File: src/rtl/lsu_pkg.sv
// Shared definitions for the load/store unit: access size codes (RISC-V
// funct3 encoding), FSM state type and a helper that folds the eight size
// codes into byte / half / word access classes.
package lsu_pkg;

    localparam logic [2:0] LDST_B  = 3'd0;
    localparam logic [2:0] LDST_H  = 3'd1;
    localparam logic [2:0] LDST_W  = 3'd2;
    localparam logic [2:0] LDST_BU = 3'd4;
    localparam logic [2:0] LDST_HU = 3'd5;

    typedef enum logic {IDLE, WAIT} lsu_state_t;

    typedef enum logic [1:0] {SZ_BYTE, SZ_HALF, SZ_WORD} size_class_t;

    // Codes 3, 6 and 7 have no defined meaning and are handled as words.
    function automatic size_class_t size_class(input logic [2:0] size);
        size_class_t cls;
        case (size)
            LDST_B, LDST_BU: cls = SZ_BYTE;
            LDST_H, LDST_HU: cls = SZ_HALF;
            default:         cls = SZ_WORD;
        endcase
        return cls;
    endfunction

endpackage

File: src/rtl/lsu_load_align.sv
// Load data alignment: picks the addressed byte/half out of the memory word
// and sign- or zero-extends it. Bit 2 of the size code selects unsigned.
module lsu_load_align
    import lsu_pkg::*;
(
    input  logic [31:0] mem_rd,
    input  logic [1:0]  offset,
    input  logic [2:0]  size,
    output logic [31:0] rd_data
);

    logic [7:0]  byte_sel;
    logic [15:0] half_sel;

    // Lane selection and extension; words pass straight through.
    always_comb begin
        byte_sel = mem_rd[7:0];
        case (offset)
            2'd0:    byte_sel = mem_rd[7:0];
            2'd1:    byte_sel = mem_rd[15:8];
            2'd2:    byte_sel = mem_rd[23:16];
            default: byte_sel = mem_rd[31:24];
        endcase
        half_sel = offset[1] ? mem_rd[31:16] : mem_rd[15:0];
        rd_data  = mem_rd;
        case (size_class(size))
            SZ_BYTE: rd_data = {{24{byte_sel[7] & ~size[2]}}, byte_sel};
            SZ_HALF: rd_data = {{16{half_sel[15] & ~size[2]}}, half_sel};
            default: rd_data = mem_rd;
        endcase
    end

endmodule

File: src/rtl/lsu_unit.sv
// Load/store unit between the core data port and data memory.
// Handshake: the core raises core_req_i and holds its inputs while
// core_stall_o is high; the unit issues a one-cycle mem_req_o, then waits in
// WAIT until memory answers with mem_ready_i, on which edge both the unit
// and the core advance. Load data is valid on core_rd_o in that ready cycle.
// Optional build macro: LSU_MISALIGN_CHECK_EN adds misaligned_o and rejects
// misaligned half/word accesses instead of silently ignoring low bits.
module lsu_unit
    import lsu_pkg::*;
#(
    parameter int ADDR_W = 32
) (
    input  logic              clk_i,
    input  logic              rst_i,
    input  logic              core_req_i,
    input  logic              core_we_i,
    input  logic [2:0]        core_size_i,
    input  logic [ADDR_W-1:0] core_addr_i,
    input  logic [31:0]       core_wd_i,
    output logic [31:0]       core_rd_o,
    output logic              core_stall_o,
    output logic              mem_req_o,
    output logic              mem_we_o,
    output logic [3:0]        mem_be_o,
    output logic [ADDR_W-1:0] mem_addr_o,
    output logic [31:0]       mem_wd_o,
    input  logic [31:0]       mem_rd_i,
    input  logic              mem_ready_i
`ifdef LSU_MISALIGN_CHECK_EN
    ,
    output logic              misaligned_o
`endif
);

    lsu_state_t  state_q, state_d;
    logic [1:0]  off_q;
    logic [2:0]  size_q;
    logic        we_q;
    logic        misaligned;
    logic        req_fire;
    logic [31:0] load_data;
    size_class_t req_class;

    assign req_class = size_class(core_size_i);

`ifdef LSU_MISALIGN_CHECK_EN
    // Misaligned half/word requests are rejected in IDLE for one cycle.
    always_comb begin
        misaligned = (state_q == IDLE) && core_req_i &&
                     (((req_class == SZ_HALF) && core_addr_i[0]) ||
                      ((req_class == SZ_WORD) && (core_addr_i[1:0] != 2'b00)));
    end
    assign misaligned_o = misaligned;
`else
    assign misaligned = 1'b0;
`endif

    assign req_fire   = (state_q == IDLE) && core_req_i && !misaligned;
    assign mem_addr_o = {core_addr_i[ADDR_W-1:2], 2'b00};

    // State register and capture of the access attributes used by the response.
    always_ff @(posedge clk_i or posedge rst_i) begin
        if (rst_i) begin
            state_q <= IDLE;
            off_q   <= 2'b00;
            size_q  <= 3'b000;
            we_q    <= 1'b0;
        end else begin
            state_q <= state_d;
            if (req_fire) begin
                off_q  <= core_addr_i[1:0];
                size_q <= core_size_i;
                we_q   <= core_we_i;
            end
        end
    end

    // Next state, request pulse and stall.
    always_comb begin
        state_d      = state_q;
        mem_req_o    = 1'b0;
        core_stall_o = 1'b0;
        case (state_q)
            IDLE: begin
                mem_req_o    = req_fire;
                core_stall_o = req_fire;
                if (req_fire) state_d = WAIT;
            end
            WAIT: begin
                core_stall_o = !mem_ready_i;
                if (mem_ready_i) state_d = IDLE;
            end
            default: state_d = IDLE;
        endcase
    end

    // Byte enables and lane-replicated store data, driven only with the request.
    always_comb begin
        mem_we_o = 1'b0;
        mem_be_o = 4'b0000;
        mem_wd_o = 32'h0;
        if (req_fire) begin
            mem_we_o = core_we_i;
            mem_be_o = 4'b1111;
            if (core_we_i) begin
                case (req_class)
                    SZ_BYTE: begin
                        mem_be_o = 4'b0001 << core_addr_i[1:0];
                        mem_wd_o = {4{core_wd_i[7:0]}};
                    end
                    SZ_HALF: begin
                        mem_be_o = 4'b0011 << {core_addr_i[1], 1'b0};
                        mem_wd_o = {2{core_wd_i[15:0]}};
                    end
                    default: mem_wd_o = core_wd_i;
                endcase
            end
        end
    end

    lsu_load_align u_load_align (
        .mem_rd  (mem_rd_i),
        .offset  (off_q),
        .size    (size_q),
        .rd_data (load_data)
    );

    // Load data is only presented while a load response is outstanding.
    always_comb begin
        core_rd_o = 32'h0;
        if ((state_q == WAIT) && !we_q) core_rd_o = load_data;
    end

endmodule

File: config.mk
export PLATFORM = sky130hd
export DESIGN_NAME = lsu_unit
export DESIGN_NICKNAME = d
export VERILOG_FILES = /design/src/rtl/lsu_pkg.sv /design/src/rtl/lsu_load_align.sv /design/src/rtl/lsu_unit.sv
export SDC_FILE = /design/constraint.sdc
export NUM_CORES = 1
export LEC_CHECK = 0
export BUFFER_PORTS_ARGS = -buffer_cell sky130_fd_sc_hd__buf_2
export CAP_MARGIN = 20
export CORE_AREA = 2 2 79 81
export DETAILED_ROUTE_END_ITERATION = 6
export DIE_AREA = 0 0 81 83
export PLACE_DENSITY_LB_ADDON = 0.2
export SLEW_MARGIN = 20
export SYNTH_ARGS = -nofsm -noshare
export SYNTH_HDL_FRONTEND = slang
export SYNTH_HIERARCHICAL = 1
export SYNTH_SLANG_ARGS = --single-unit
File: constraint.sdc
create_clock -name clk_i -period 1.9 [get_ports clk_i]
set_clock_uncertainty 0.15 [all_clocks]
set_input_delay 0.19 -clock clk_i [delete_from_list [all_inputs] [get_ports clk_i]]
set_output_delay 0.19 -clock clk_i [all_outputs]
set_load 0.05 [all_outputs]
==> reports/metrics.csv <==
stage;metric;value;unit
final_layout;P&R area growth vs syn;52.5;%
final_layout;FF/Latch Area;176;µm²
global_routing;Total GRT Usage;20.9;%
synthesis;portion of synthesized cell area occupied by the leading cell type;13.7;%
final_layout;layout cell share with drive strength beyond 1;53.0;%
synthesis;Yosys top cell by area;sky130_fd_sc_hd__mux2i_1;
power;power density relative to cell area;831;nW/µm²
synthesis;Area contributors post-synth;sky130_fd_sc_hd__mux2i_1 (14%), sky130_fd_sc_hd__buf_4 (13%), sky130_fd_sc_hd__a21oi_1 (12%), sky130_fd_sc_hd__and2_1 (9.2%), sky130_fd_sc_hd__dfrtp_1 (8.0%);
sta;total of endpoints with negative setup slack in the final report;32;
route;Residual DRC;0;
route;via/cell ratio;5.22;
floorplanning;vertical die dimension;83;µm
worst_setup_path;Worst R2R Setup Slack;0.63;ns
clock_tree;CTS sink count;7;
route;Pre-Repair DR Iteration Count;5;
power;sum of internal, switching and leakage power;2.77;mW
global_routing;GR Overflow Total;0;
clock_tree;Max Root-Sink Buffers;2;
flow_run;number of violations of the max-capacitance limit;0;
global_routing;antenna violations before repair;0;
global_routing;via count of the first global-routing pass;2461;
route;vias after detailed routing;2628;
run_status;outcome;finished, violations left;
worst_setup_path;crit-path max cell delay;0.38;ns
worst_setup_path;launching instance or port of the critical path;off_q[0];
clock_tree;Skew-Pair Late Insertion Delay;0.23;ns
sta;RSZ-0062 raised after global routing;true;
power;leakage power;1.71;nW
floorplanning;standard cell core area;5820;µm²
place;HPWL after detailed placement;5370;µm
final_layout;final instance area;3330;µm²
synthesis;count of cell types in the netlist;31;
hold_path;hold_sp;core_size_i[2];
sta;worst slew pin tran;0.672;ns
worst_setup_path;sort of element at the start of the critical path;flop;
synthesis;Netlist Area Pre-Place;2190;µm²
floorplanning;number of I/O pins;207;
worst_setup_path;endpoint required time on the critical path;1.56;ns
synthesis;mean cell area of the mapped netlist;6.96;µm²
synthesis;share of synthesized flip-flops with an asynchronous set or reset;100;%
floorplanning;floorplan die area;6720;µm²
floorplanning;Cell Rows;28;
worst_setup_path;Critical Path Slowest Stage Cell;sky130_fd_sc_hd__dfrtp_1;
clock_tree;Clock transition at path regs;0.04;ns
worst_setup_path;count of cell instances traversed by the critical path;6;
place;standard cell area after detailed placement;2760;µm²
route;wire per inst;14.8;µm
clock_tree;number of clock buffers inserted by TritonCTS;3;
global_routing;largest net degree at the start of global routing;33;
worst_setup_path;worst r2r dst;we_q;
sta;number of hold violations in the final report;0;
clock_tree;htree depth;1;
power;worst vdd rail ir drop;422;µV
place;Port Buffer Count;144;
synthesis;total number of yosys warnings;6;
worst_setup_path;crit path capture type;output pin;
final_layout;fill count;590;
synthesis;Seq cells post-synth;7;
floorplanning;chip width;81;µm
synthesis;number of enable flip-flop cells after synthesis;0;
synthesis;Syn Inst Count;314;
hold_path;path type of the worst min-delay path;input port to flop;
floorplanning;initial standard-cell utilization of the core;37.6;%
worst_setup_path;critical path data arrival time;1.81;ns
worst_setup_path;worst setup path class;flop to output pin;
sta;Period minus WS final;2.15;ns
worst_setup_path;critical path's top delay family;flip-flops;
final_layout;net count of the finished layout;533;
synthesis;commonest cells in the synthesized netlist;sky130_fd_sc_hd__a21oi_1 (52), sky130_fd_sc_hd__buf_4 (38), sky130_fd_sc_hd__and2_1 (32);
place;worst slack after detailed placement;-0.200;ns
sta;Relative slew margins;55.2;%
sta;total count of max-transition violations in the final report;0;
route;1st-iter DRT viols;66;
worst_setup_path;Worst setup endpoint;core_rd_o[8];
place;final weighted congestion of routability-driven global placement;0.823;
clock_tree;CTS tree;built;
clock_tree;clock tree root driver cell;sky130_fd_sc_hd__clkbuf_8;
worst_setup_path;crit-path max FO;13;
worst_setup_path;worst flop-to-flop path startpoint;state_q;
final_layout;total area of multi-input combinational cells;1710;µm²
worst_setup_path;sum of buffers and inverters on the critical path;2;
sta;final worst-path setup slack;-0.251;ns
route;Routed Antenna Nets;0;
run_status;violated checks;setup timing;
synthesis;commonest register cell after synthesis;sky130_fd_sc_hd__dfrtp_1;
worst_setup_path;worst r2r path cells;5;
synthesis;most used standard cell by instance count after synthesis;sky130_fd_sc_hd__a21oi_1;
sta;maximum clock rate;465;MHz
synthesis;sequential share of the synthesized area;8.01;%
sta;fraction of the cycle the final worst path needs;113;%
route;post-detailed-routing wire length;7440;µm
final_layout;number of diodes added for antenna fixing;0;
global_routing;first-pass GRT wire length;11600;µm
worst_setup_path;cell breakdown of the critical path;mux2_2, a22oi_4, buf_12, o221ai_1, and2_2, buf_6;
## worst reg2reg max path, stage by stage, from the launching register on
cell and delay, ns:
sky130_fd_sc_hd__dfrtp_1 0.37, sky130_fd_sc_hd__nand2b_4 0.21, sky130_fd_sc_hd__inv_2 0.14, sky130_fd_sc_hd__nand2_8 0.13, sky130_fd_sc_hd__buf_4 0.17, sky130_fd_sc_hd__nand2_1 0.04
## routing by layer
| metal | up-vias | part of all wire (%) | track usage, % |
|---|---|---|---|
| met3 | 17 | 8.9 | 3.91 |
| li1 | 1269 | - | - |
| met4 | 0 | 1.9 | 6.16 |
| met2 | 136 | 51 | 36.8 |
| met1 | 1206 | 38 | 25.0 |
| met5 | - | 0 | 0 |
## cell families (layout without fill, tap and decap cells)
| kind of cell | after synthesis | count (layout) | share of synthesized area (%) |
|---|---|---|---|
| other | 1 | 2 | 0.172 |
| and+or+nand+nor | 113 | 113 | 27.4 |
| AOI/OAI and AO/OA | 86 | 86 | 24.0 |
| muxes | 41 | 41 | 21.0 |
| buffers and inverters | 66 | 179 | 19.4 |
| DFF | 7 | 7 | 8.01 |
## worst min-delay path by stage
stage                     end  cells after the start  slack, ns
floorplan            off_q[0]                      1      -0.16
global placement      state_q                      2      -0.02
detailed placement    state_q                      2      -0.02
CTS                 size_q[2]                      3       0.01
global route        size_q[2]                      3       0.01
finish              size_q[2]                      3       0.02
## stage by stage
step / setup TNS (ns) / hold WS, ns / utilization (%) / std cells
floorplan: -0.0848 / -0.157 / - / 315
global placement: -0.876 / -0.0250 / 47.4 / 489
detailed placement: -1.48 / -0.0206 / 47.4 / 489
CTS: -7.75 / 0.0118 / 55.6 / 502
global route: -9.13 / 0.0143 / 57.3 / 503
finish: -7.31 / 0.0153 / 57.3 / 503
## where the power goes
part	leakage (nW)	internal, mW	switching, mW
registers	0.0848	0.180	0.0338
logic	1.61	1.00	1.35
clock network	0.0228	0.145	0.0646
total	1.71	1.33	1.44
## final cells by class
cell class	instances	share of cell area (%)
flip-flops and latches	7	5.29
multi-input cells	242	51.2
repair buffers	168	38.5
inverters	7	0.788
clock buffers	4	1.35
well taps	75	2.82
## sequential cells by signal (all words and copies together) (netlist names)
name and cells:
off_q 2, state_q 1, we_q 1, size_q 3
## cells in the final DEF, fill, tap and decap left out, types with 3 or more instances in the layout
cell / instances
sky130_fd_sc_hd__buf_2: 86
sky130_fd_sc_hd__a21oi_1: 40
sky130_fd_sc_hd__mux2i_1: 30
sky130_fd_sc_hd__nand2_1: 29
sky130_fd_sc_hd__buf_6: 28
sky130_fd_sc_hd__buf_4: 21
sky130_fd_sc_hd__clkbuf_4: 20
sky130_fd_sc_hd__nor2_1: 19
sky130_fd_sc_hd__nor2b_1: 18
sky130_fd_sc_hd__o21ai_0: 12
sky130_fd_sc_hd__a21oi_2: 12
sky130_fd_sc_hd__and2_2: 11
sky130_fd_sc_hd__and2_4: 11
sky130_fd_sc_hd__and2_1: 10
sky130_fd_sc_hd__mux2_4: 9
sky130_fd_sc_hd__and3_1: 8
sky130_fd_sc_hd__o221ai_1: 8
sky130_fd_sc_hd__o22a_1: 7
sky130_fd_sc_hd__inv_1: 6
sky130_fd_sc_hd__dfrtp_1: 6
sky130_fd_sc_hd__buf_8: 5
sky130_fd_sc_hd__buf_12: 4
sky130_fd_sc_hd__clkbuf_8: 3
## repair_timing
action	4_1_cts	5_1_grt
endpoints found under the hold margin	8	0
pin swaps	12	6
endpoints found under the setup margin	57	64
cloned	2	0
resized for setup	95	38
hold buffers	2	0
buffers inserted	5	1
No activity file was read; power rests on OpenSTA's default activity.
